===== src/rtl/bram_stream_reader_pkg.sv =====
// Shared defaults and small types for the BRAM stream reader slice.
package bram_stream_reader_pkg;
  localparam int DEF_WIDTH = 8;
  localparam int DEF_DEPTH = 256;

  // Occupancy of the 2-entry output buffer (0..2).
  typedef logic [1:0] fifo_cnt_t;
endpackage


===== src/rtl/bram_stream_reader_if.sv =====
// Valid/ready stream with a last-beat flag.
interface bram_stream_reader_if #(
  parameter int WIDTH = bram_stream_reader_pkg::DEF_WIDTH
);
  logic [WIDTH-1:0] data;
  logic             valid;
  logic             ready;
  logic             last;

  modport master (output data, output valid, output last, input ready);
  modport slave  (input data, input valid, input last, output ready);
endinterface


===== src/rtl/bram_stream_reader_fifo_2deep.sv =====
// Two-entry FIFO; push while full is legal when a pop happens in the same cycle.
module fifo_2deep
  import bram_stream_reader_pkg::*;
#(
  parameter int W = 9
) (
  input  logic         clk,
  input  logic         rst_n,
  input  logic         push,
  input  logic [W-1:0] din,
  input  logic         pop,
  output logic [W-1:0] dout,
  output fifo_cnt_t    count
);
  logic [W-1:0] mem [2];
  logic         wr_ptr;
  logic         rd_ptr;

  always_ff @(posedge clk or negedge rst_n) begin
    if (!rst_n) begin
      mem[0] <= '0;
      mem[1] <= '0;
      wr_ptr <= 1'b0;
      rd_ptr <= 1'b0;
      count  <= '0;
    end else begin
      if (push) begin
        mem[wr_ptr] <= din;
        wr_ptr      <= ~wr_ptr;
      end
      if (pop) rd_ptr <= ~rd_ptr;
      count <= count + fifo_cnt_t'(push) - fifo_cnt_t'(pop);
    end
  end

  assign dout = mem[rd_ptr];
endmodule


===== src/rtl/bram_stream_reader.sv =====
// Reads LEN consecutive BRAM words from BASE and streams them out with a last flag.
//   state   | meaning
//   S_IDLE  | waiting for start; zero-length command pulses done directly
//   S_READ  | issuing BRAM reads while the buffer has room
//   S_DRAIN | all reads issued; waiting for the last beat to be accepted
module bram_stream_reader
  import bram_stream_reader_pkg::*;
#(
  parameter int WIDTH = DEF_WIDTH,
  parameter int DEPTH = DEF_DEPTH,
  localparam int ADDRW = $clog2(DEPTH)
) (
  input  logic                clk,
  input  logic                rst_n,
  input  logic                start,
  input  logic [ADDRW-1:0]    base,
  input  logic [ADDRW:0]      len,
  output logic                busy,
  output logic                done,
  output logic [ADDRW-1:0]    bram_addr,
  input  logic [WIDTH-1:0]    bram_data,
  bram_stream_reader_if.master m
);
  localparam logic [1:0] S_IDLE  = 2'd0;
  localparam logic [1:0] S_READ  = 2'd1;
  localparam logic [1:0] S_DRAIN = 2'd2;

  logic [1:0]       state;
  logic [ADDRW:0]   remain;
  logic [ADDRW-1:0] addr_q;
  logic             rd_pend;
  logic             rd_last_pend;
  logic             done_q;
  fifo_cnt_t        fcount;
  logic [WIDTH:0]   fifo_out;
  logic             pop;
  logic [2:0]       occ;
  logic             issue;
  logic             issue_last;
  logic [ADDRW-1:0] addr_next;

  assign pop        = m.valid && m.ready;
  // Slots that will be taken after this edge: buffered + the read in flight - the beat leaving now.
  assign occ        = 3'(fcount) + 3'(rd_pend) - 3'(pop);
  assign issue      = (state == S_READ) && (remain != '0) && (occ < 3'd2);
  assign issue_last = (remain == (ADDRW+1)'(1));
  assign addr_next  = (addr_q == ADDRW'(DEPTH-1)) ? '0 : addr_q + 1'b1;

  always_ff @(posedge clk or negedge rst_n) begin
    if (!rst_n) begin
      state        <= S_IDLE;
      remain       <= '0;
      addr_q       <= '0;
      rd_pend      <= 1'b0;
      rd_last_pend <= 1'b0;
      done_q       <= 1'b0;
    end else begin
      done_q       <= 1'b0;
      rd_pend      <= issue;
      rd_last_pend <= issue && issue_last;
      case (state)
        S_IDLE: begin
          if (start) begin
            if (len != '0) begin
              state  <= S_READ;
              addr_q <= base;
              remain <= len;
            end else begin
              done_q <= 1'b1;
            end
          end
        end
        S_READ: begin
          if (issue) begin
            remain <= remain - 1'b1;
            // Address stays on the final word once everything is issued.
            if (issue_last) state  <= S_DRAIN;
            else            addr_q <= addr_next;
          end
        end
        S_DRAIN: begin
          if (pop && m.last) begin
            state  <= S_IDLE;
            done_q <= 1'b1;
          end
        end
        default: state <= S_IDLE;
      endcase
    end
  end

  fifo_2deep #(.W(WIDTH + 1)) u_fifo (
    .clk   (clk),
    .rst_n (rst_n),
    .push  (rd_pend),
    .din   ({rd_last_pend, bram_data}),
    .pop   (pop),
    .dout  (fifo_out),
    .count (fcount)
  );

  assign m.valid   = (fcount != '0);
  assign m.data    = fifo_out[WIDTH-1:0];
  assign m.last    = m.valid && fifo_out[WIDTH];
  assign busy      = (state != S_IDLE);
  assign done      = done_q;
  assign bram_addr = addr_q;
endmodule


===== src/flat_wrapper.sv =====
// flat-port wrapper written by rule: the top's interface ports become plain ports
module bram_stream_reader_flat import bram_stream_reader_pkg::*;
#(
  parameter int WIDTH = DEF_WIDTH,
  parameter int DEPTH = DEF_DEPTH,
  localparam int ADDRW = $clog2(DEPTH)
)
  (clk, rst_n, start, base, len, busy, done, bram_addr, bram_data, m_data, m_valid, m_last, m_ready);
  bram_stream_reader_if #(.WIDTH(WIDTH)) m_i ();
  input  logic clk;
  input  logic rst_n;
  input  logic start;
  input  logic [ADDRW-1:0] base;
  input  logic [ADDRW:0] len;
  output logic busy;
  output logic done;
  output logic [ADDRW-1:0] bram_addr;
  input  logic [WIDTH-1:0] bram_data;
  output wire logic [$bits(m_i.data)-1:0] m_data;
  output wire logic [$bits(m_i.valid)-1:0] m_valid;
  output wire logic [$bits(m_i.last)-1:0] m_last;
  input wire logic [$bits(m_i.ready)-1:0] m_ready;
  assign m_data = m_i.data;
  assign m_valid = m_i.valid;
  assign m_last = m_i.last;
  assign m_i.ready = m_ready;
  bram_stream_reader #(.WIDTH(WIDTH), .DEPTH(DEPTH)) u_core (.clk(clk), .rst_n(rst_n), .start(start), .base(base), .len(len), .busy(busy), .done(done), .bram_addr(bram_addr), .bram_data(bram_data), .m(m_i));
endmodule

===== config.mk =====
export PLATFORM = sky130hd
export DESIGN_NAME = bram_stream_reader_flat
export DESIGN_NICKNAME = d
export VERILOG_FILES = /design/src/rtl/bram_stream_reader_pkg.sv /design/src/rtl/bram_stream_reader_if.sv /design/src/rtl/bram_stream_reader_fifo_2deep.sv /design/src/rtl/bram_stream_reader.sv /design/src/flat_wrapper.sv
export SDC_FILE = /design/constraint.sdc
export NUM_CORES = 1
export LEC_CHECK = 0
export CAP_MARGIN = 20
export CORE_MARGIN = 2
export CORE_UTILIZATION = 35
export DETAILED_ROUTE_END_ITERATION = 12
export SLEW_MARGIN = 10
export SYNTH_ARGS = -nofsm -noshare
export SYNTH_HDL_FRONTEND = slang
export SYNTH_HIERARCHICAL = 1
export SYNTH_SLANG_ARGS = --single-unit

===== constraint.sdc =====
create_clock -name clk -period 2.8 [get_ports clk]
set_input_delay 0.56 -clock clk [delete_from_list [all_inputs] [get_ports clk]]
set_output_delay 0.56 -clock clk [all_outputs]
set_load 0.01 [all_outputs]

==> results of run 1 <==
## registers in the layout (all words and copies together) (netlist names), 2 cells and up
register	count
u_core/u_fifo/mem	18
u_core/state	2
u_core/u_fifo/count	2
u_core/remain	9
u_core/bram_addr	8
## area by class of cell
type                    count  area [sq um]  share of cell area, %
inverters                   7          26.3                  0.817
clock inverters             3          47.5                   1.48
flip-flops and latches     44          1100                   34.2
well taps                  96           120                   3.74
multi-input cells         179          1300                   40.3
clock buffers               5          68.8                   2.14
repair buffers             57           556                   17.3
## routing by layer
layer,track usage (%),up-vias,part of all wire [%]
li1,-,995,-
met1,20.0,971,46
met2,25.9,64,48
met3,3.77,4,5.4
met4,4.27,0,0.59
met5,0,-,0
## power by group through the flow
stage | sequential, mW | clock (mW) | combinational [mW]
after global routing | 1.24 | 0.550 | 1.95
after global placement | 1.21 | 0 | 1.76
final | 1.20 | 0.499 | 1.78
after CTS | 1.20 | 0.524 | 1.79
after detailed placement | 1.21 | 0 | 1.78
after floorplan | 1.14 | 0 | 1.16
## logic make-up (layout without fill, tap and decap cells)
logic type      Yosys count  count (layout)  share of synthesized area, %
flops                    44              44                          44.5
compound gates           63              63                          15.9
mux                      29              29                          14.5
fa+ha+maj                 7               7                          3.84
simple gates             75              75                          16.4
buf+inv                  18              72                          3.13
xor+xnor                  5               5                          1.77
## Yosys cell counts, types with 3 or more instances
library cell	number
nand4_1	6
o21ai_0	18
o22ai_1	4
nand2b_1	4
nor4_1	3
nor2b_1	4
and2_1	3
nor2_1	17
dfrtp_1	44
ha_1	6
nand3_1	5
nand2_1	14
clkbuf_1	8
mux2_4	9
inv_1	7
mux2_2	18
a21oi_1	12
xnor2_1	3
nor3_1	5
o31ai_1	3
a31oi_1	15
## per-stage QoR
step / area [sq um] / setup WS [ps] / setup TNS [ps]
2_1_floorplan: 2470 / 297 / 0
3_3_place_gp: 3080 / -140 / -1370
3_5_place_dp: 3080 / -135 / -1620
4_1_cts: 3200 / 165 / 0
5_1_grt: 3220 / 7.08 / 0
6_report: 3220 / 152 / 0
## worst max path at each step
stage                                      end  slack, ps  depth (start not counted)
5_1_grt           u_core/remain[7]$_DFFE_PN0P_          7                         10
3_5_place_dp      u_core/remain[7]$_DFFE_PN0P_       -140                         10
2_1_floorplan     u_core/remain[6]$_DFFE_PN0P_        300                         11
4_1_cts           u_core/remain[7]$_DFFE_PN0P_        160                         10
6_report          u_core/remain[7]$_DFFE_PN0P_        150                         10
3_3_place_gp   u_core/bram_addr[1]$_DFFE_PN0P_       -140                         10
## worst register-to-register path, cell delays in order (launching register included)
cell and delay, ps:
dfrtp_1 470, nand2_1 80, nor2_1 110, o21ai_0 120, fa_1 390, xnor2_1 140
and3_1 270, a21o_1 280, o311ai_0 170, a21o_1 230
==> reports/summary.txt, run 1 <==
Slew Viols, Final = 0
FFs w/ async S/R, synth = 100%
Commonest non-fill, non-tap cells in the layout = 47 x clkdlybuf4s50_1, 44 x dfrtp_1, 18 x o21ai_0, 18 x mux2_2, 17 x nor2_1
Vias in the first global route = 2033
Netlist cell types = 44
Internal = 2.17 mW
DR iter-0 viols = 83
CTS max path bufs = 2
I/O pins = 49
Via-to-Cell Ratio = 5.20
Clock Latency Late Sink = 290 ps
Sequential cell fraction of total power = 34.4%
Startpoint types = input port
HP Class = in -> async
Power Dens Cells = 1080 nW/um^2
Total Die Area = 7760 sq um
Largest area contributor in the netlist = dfrtp_1
Mean Syn Cell Area = 10.3 sq um
CP Max Fanout = 7
Fill cells = 667
Dpl hpwl = 4130 microns
Crit path launch = m_ready
First-pass GRT wire length = 9430 microns
DR WL/cell = 14.7 microns
Synth Warn # = 6
Reg2Reg Depth = 9
Clock skew = 5.73 ps
WP buf/inv = 1
Critical path required time = 2990 ps
Type of destination of the critical path = flop
Fin. Hold Viols = 0
Final Core Density = 47.1%
Crit path time final = 2650 ps
Crit-path slowest cell = clkdlybuf4s50_1
Residual DRC = 0
Post-Syn Instances = 241
Site Rows = 30
Netlist Area Pre-Place = 2470 sq um
Combinational share of power = 51.3%
RD Place Congestion = 0.808
Most common cell after layout, fill and taps aside = clkdlybuf4s50_1
Worst path cell trace = clkdlybuf4s50_1, nand2_1, nor2_1, o21ai_0, fa_1, xnor2_1, and3_1, a21o_1, o311ai_0, a21o_1
Largest net degree at the start of global routing = 45
Top_reg_cell synth = dfrtp_1
Post_cts resized = 0
Clock power frac = 14.4%
LEAKAGE = 1.36 nW
Fin crit share = 94.6%
Fin Hold WS = 138 ps
Post-CTS Setup Repair Bufs = 0
EDFF count, synth = 0
Number of placed instances, taps included = 382
Initial antenna violation count = 0
Max Cap Violations = 0
Share of cells above drive strength 1 = 18.3%
Slowest stage delay, CP = 500 ps
Drt total wl = 5750 microns
Top cells by area, synth = dfrtp_1 44%, mux2_2 8.2%, mux2_4 5.5%, a31oi_1 3.8%, o21ai_0 3.6%
Cell repeated most along the worst path = a21o_1
Synth Register Bits = 44
Die height = 88.1 microns
Peak VDD IR = 0.000463 V
Final setup fails = 0
Status = finished clean
Arrival @ worst endpoint = 2830 ps
Port bufs = 48
DRT antenna net count = 0
CTS Sinks = 44
R2r setup slk = 430 ps
Starting Density = 36.2%
R2R Path End = u_core/remain[7]$_DFFE_PN0P_
Clk root buf = clkbuf_8
Switching power = 1.31 mW
Post-Syn Nets = 277
Share of the synthesized area in the top cell type = 44.5%
H-tree depth = 2
First-pass DRT Iterations = 4
NumNets Final = 330
CTS tree = done
Core Area = 6830 sq um
Clock transition at the registers of the reported paths = 90 ps
Ant diodes = 0
Worst slew pin tran = 715 ps
Vias = 2034
Area growth syn-to-layout = 29.9%
DIE WIDTH = 88.1 microns
Fmax = 0.378 GHz
CTS Buf Count = 5
CP Class = in -> reg
Grt ovf = 0
Switching share of total power = 37.6%
Seq/Total Area, Yosys = 44.5%
RSZ-0062 raised after global routing = no
Top delay family on crit path = compound AO/OA/AOI/OAI gates
Hold buffer count at CTS = 0
Origin of the critical flop-to-flop path = u_core/u_fifo/count[1]$_DFF_PN0_
Slew Limit Headroom = 52.1%
Post-layout power = 3.48 mW
Final Non-Filler Cells = 391
Global Route Usage Sum = 15.5%
Power figures use the tool's default switching activity.
==> run 2: changes to the inputs <==
--- a/config.mk
+++ b/config.mk
@@ -5,7 +5,6 @@
 export SDC_FILE = /design/constraint.sdc
 export NUM_CORES = 1
 export LEC_CHECK = 0
-export CAP_MARGIN = 20
 export CORE_MARGIN = 2
 export CORE_UTILIZATION = 35
 export DETAILED_ROUTE_END_ITERATION = 12
==> reports/summary.txt, run 2 (same netlist as run 1, synthesis figures left out) <==
Fin Hold WS = 426 ps (was 138 ps)
Largest net degree at the start of global routing = 45 (unchanged)
Clk root buf = clkbuf_8 (unchanged)
Core Area = 6830 sq um (unchanged)
RSZ-0062 raised after global routing = no (unchanged)
Slew Viols, Final = 0 (unchanged)
Most flops, register = u_core/u_fifo/mem (unchanged)
DR iter-0 viols = 108 (was 83)
Ant diodes = 0 (unchanged)
LEAKAGE = 1.35 nW (was 1.36 nW)
Slew Limit Headroom = 33.1% (was 52.1%)
HP Class = in -> async (unchanged)
Combinational share of power = 51.1% (was 51.3%)
CTS Buf Count = 5 (unchanged)
Site Rows = 30 (unchanged)
Initial antenna violation count = 0 (unchanged)
Share of cells above drive strength 1 = 18.0% (was 18.3%)
RD Place Congestion = 0.808 (unchanged)
Power Dens Cells = 1090 nW/um^2 (was 1080 nW/um^2)
Residual DRC = 0 (unchanged)
CP Max Fanout = 7 (unchanged)
Switching share of total power = 37.8% (was 37.6%)
Final Core Density = 46.8% (was 47.1%)
Fin. Hold Viols = 0 (unchanged)
CP Class = in -> reg (unchanged)
CTS Sinks = 44 (unchanged)
Clock transition at the registers of the reported paths = 90 ps (about the same)
Total Die Area = 7760 sq um (unchanged)
Via-to-Cell Ratio = 5.29 (was 5.20)
Type of destination of the critical path = flop (unchanged)
Critical path required time = 2990 ps (about the same)
CTS tree = done (unchanged)
First-pass GRT wire length = 9430 microns (unchanged)
Fmax = 0.378 GHz (about the same)
Crit path time final = 2650 ps (about the same)
DR WL/cell = 14.8 microns (was 14.7 microns)
Clock Latency Late Sink = 300 ps (was 290 ps)
Grt ovf = 0 (unchanged)
Dpl hpwl = 4130 microns (unchanged)
PnR worst setup slack = 151 ps (was 152 ps)
Clock skew = 8.78 ps (was 5.73 ps)
Clock power frac = 14.5% (was 14.4%)
Post-CTS Setup Repair Bufs = 0 (unchanged)
Fin crit share = 94.6% (about the same)
Commonest non-fill, non-tap cells in the layout = 47 x clkdlybuf4s50_1, 44 x dfrtp_1, 18 x o21ai_0, 18 x mux2_2, 17 x nor2_1 (unchanged)
Vias in the first global route = 2033 (unchanged)
Max Cap Violations = 0 (unchanged)
Peak VDD IR = 0.000463 V (about the same)
Switching power = 1.31 mW (about the same)
NumNets Final = 329 (was 330)
Status = finished clean (unchanged)
DRT antenna net count = 0 (unchanged)
First-pass DRT Iterations = 4 (unchanged)
Hold buffer count at CTS = 0 (unchanged)
Final setup fails = 0 (unchanged)
Port bufs = 48 (unchanged)
I/O pins = 49 (unchanged)
Vias = 2064 (was 2034)
Global Route Usage Sum = 15.5% (unchanged)
Arrival @ worst endpoint = 2840 ps (was 2830 ps)
Placement Setup Slack = -135 ps (unchanged)
Die height = 88.1 microns (unchanged)
Sequential cell fraction of total power = 34.4% (about the same)
Area growth syn-to-layout = 29.1% (was 29.9%)
Post_cts resized = 0 (unchanged)
Startpoint types = input port (unchanged)
Most common cell after layout, fill and taps aside = clkdlybuf4s50_1 (unchanged)
DIE WIDTH = 88.1 microns (unchanged)
Post-layout power = 3.48 mW (about the same)
Max reg flops = 18 (unchanged)
Drt total wl = 5780 microns (was 5750 microns)
Number of placed instances, taps included = 382 (unchanged)
H-tree depth = 2 (unchanged)
Worst slew pin tran = 1000 ps (was 715 ps)
Internal = 2.17 mW (about the same)
Starting Density = 36.2% (unchanged)
Final Non-Filler Cells = 390 (was 391)
CTS max path bufs = 2 (unchanged)
-- run 2: cell count changes in the layout (fill, tap and decap cells not counted) --
cell	change
buf_12	-1
-- run 2: critical path: stages --
cell and delay [ps]:
clkdlybuf4s50_1 500, nand2_1 60, nor2_1 110, o21ai_0 120
fa_1 390, xnor2_1 140, and3_1 270, a21o_1 280
o311ai_0 170, a21o_1 230
-- run 2: layout make-up --
cell class | instances | area, sq um
Clock buffer | 5 | 68.8
Inverter | 7 | 26.3
Fill cell | 668 | 3640
Tap cell | 96 | 120
Sequential cell | 44 | 1100
Clock inverter | 3 | 47.5
Timing Repair Buffer | 56 | 536
Multi-Input combinational cell | 179 | 1300
-- run 2: worst paths after layout --
kind	cells after the start	endpoint	slack [ps]	start
max	10	u_core/remain[7]$_DFFE_PN0P_	150	m_ready
min	1	u_core/u_fifo/count[0]$_DFF_PN0_	430	rst_n
max reg2reg	9	u_core/remain[7]$_DFFE_PN0P_	430	u_core/u_fifo/count[1]$_DFF_PN0_
min reg2reg	1	u_core/u_fifo/mem[1]$_DFFE_PN0P_	510	u_core/u_fifo/mem[1]$_DFFE_PN0P_
max in group asynchronous	1	u_core/remain[7]$_DFFE_PN0P_	1750	rst_n
min in group clk	1	u_core/u_fifo/mem[1]$_DFFE_PN0P_	510	u_core/u_fifo/mem[1]$_DFFE_PN0P_
-- run 2: routing by layer --
layer / GRT usage [%] / share of wire (%)
met5: 0 / 0
met4: 4.27 / 0.36
met3: 3.77 / 6.1
met2: 25.9 / 47
met1: 20.0 / 46
-- run 2: metrics by stage --
| stage | TNS (ps) | instance area [sq um] |
|---|---|---|
| finish | 0 | 3200 |
| detailed placement | -1620 | 3080 |
| floorplan | 0 | 2470 |
| global route | 0 | 3200 |
| global placement | -1370 | 3080 |
| CTS | 0 | 3200 |
-- run 2: power by group through the flow --
| stage | Sequential (mW) | Clock, mW | Combinational [mW] |
|---|---|---|---|
| after floorplan | 1.14 | 0 | 1.16 |
| after global placement | 1.21 | 0 | 1.76 |
| after detailed placement | 1.21 | 0 | 1.78 |
| after CTS | 1.20 | 0.524 | 1.79 |
| after global routing | 1.24 | 0.550 | 1.95 |
| final | 1.20 | 0.504 | 1.78 |
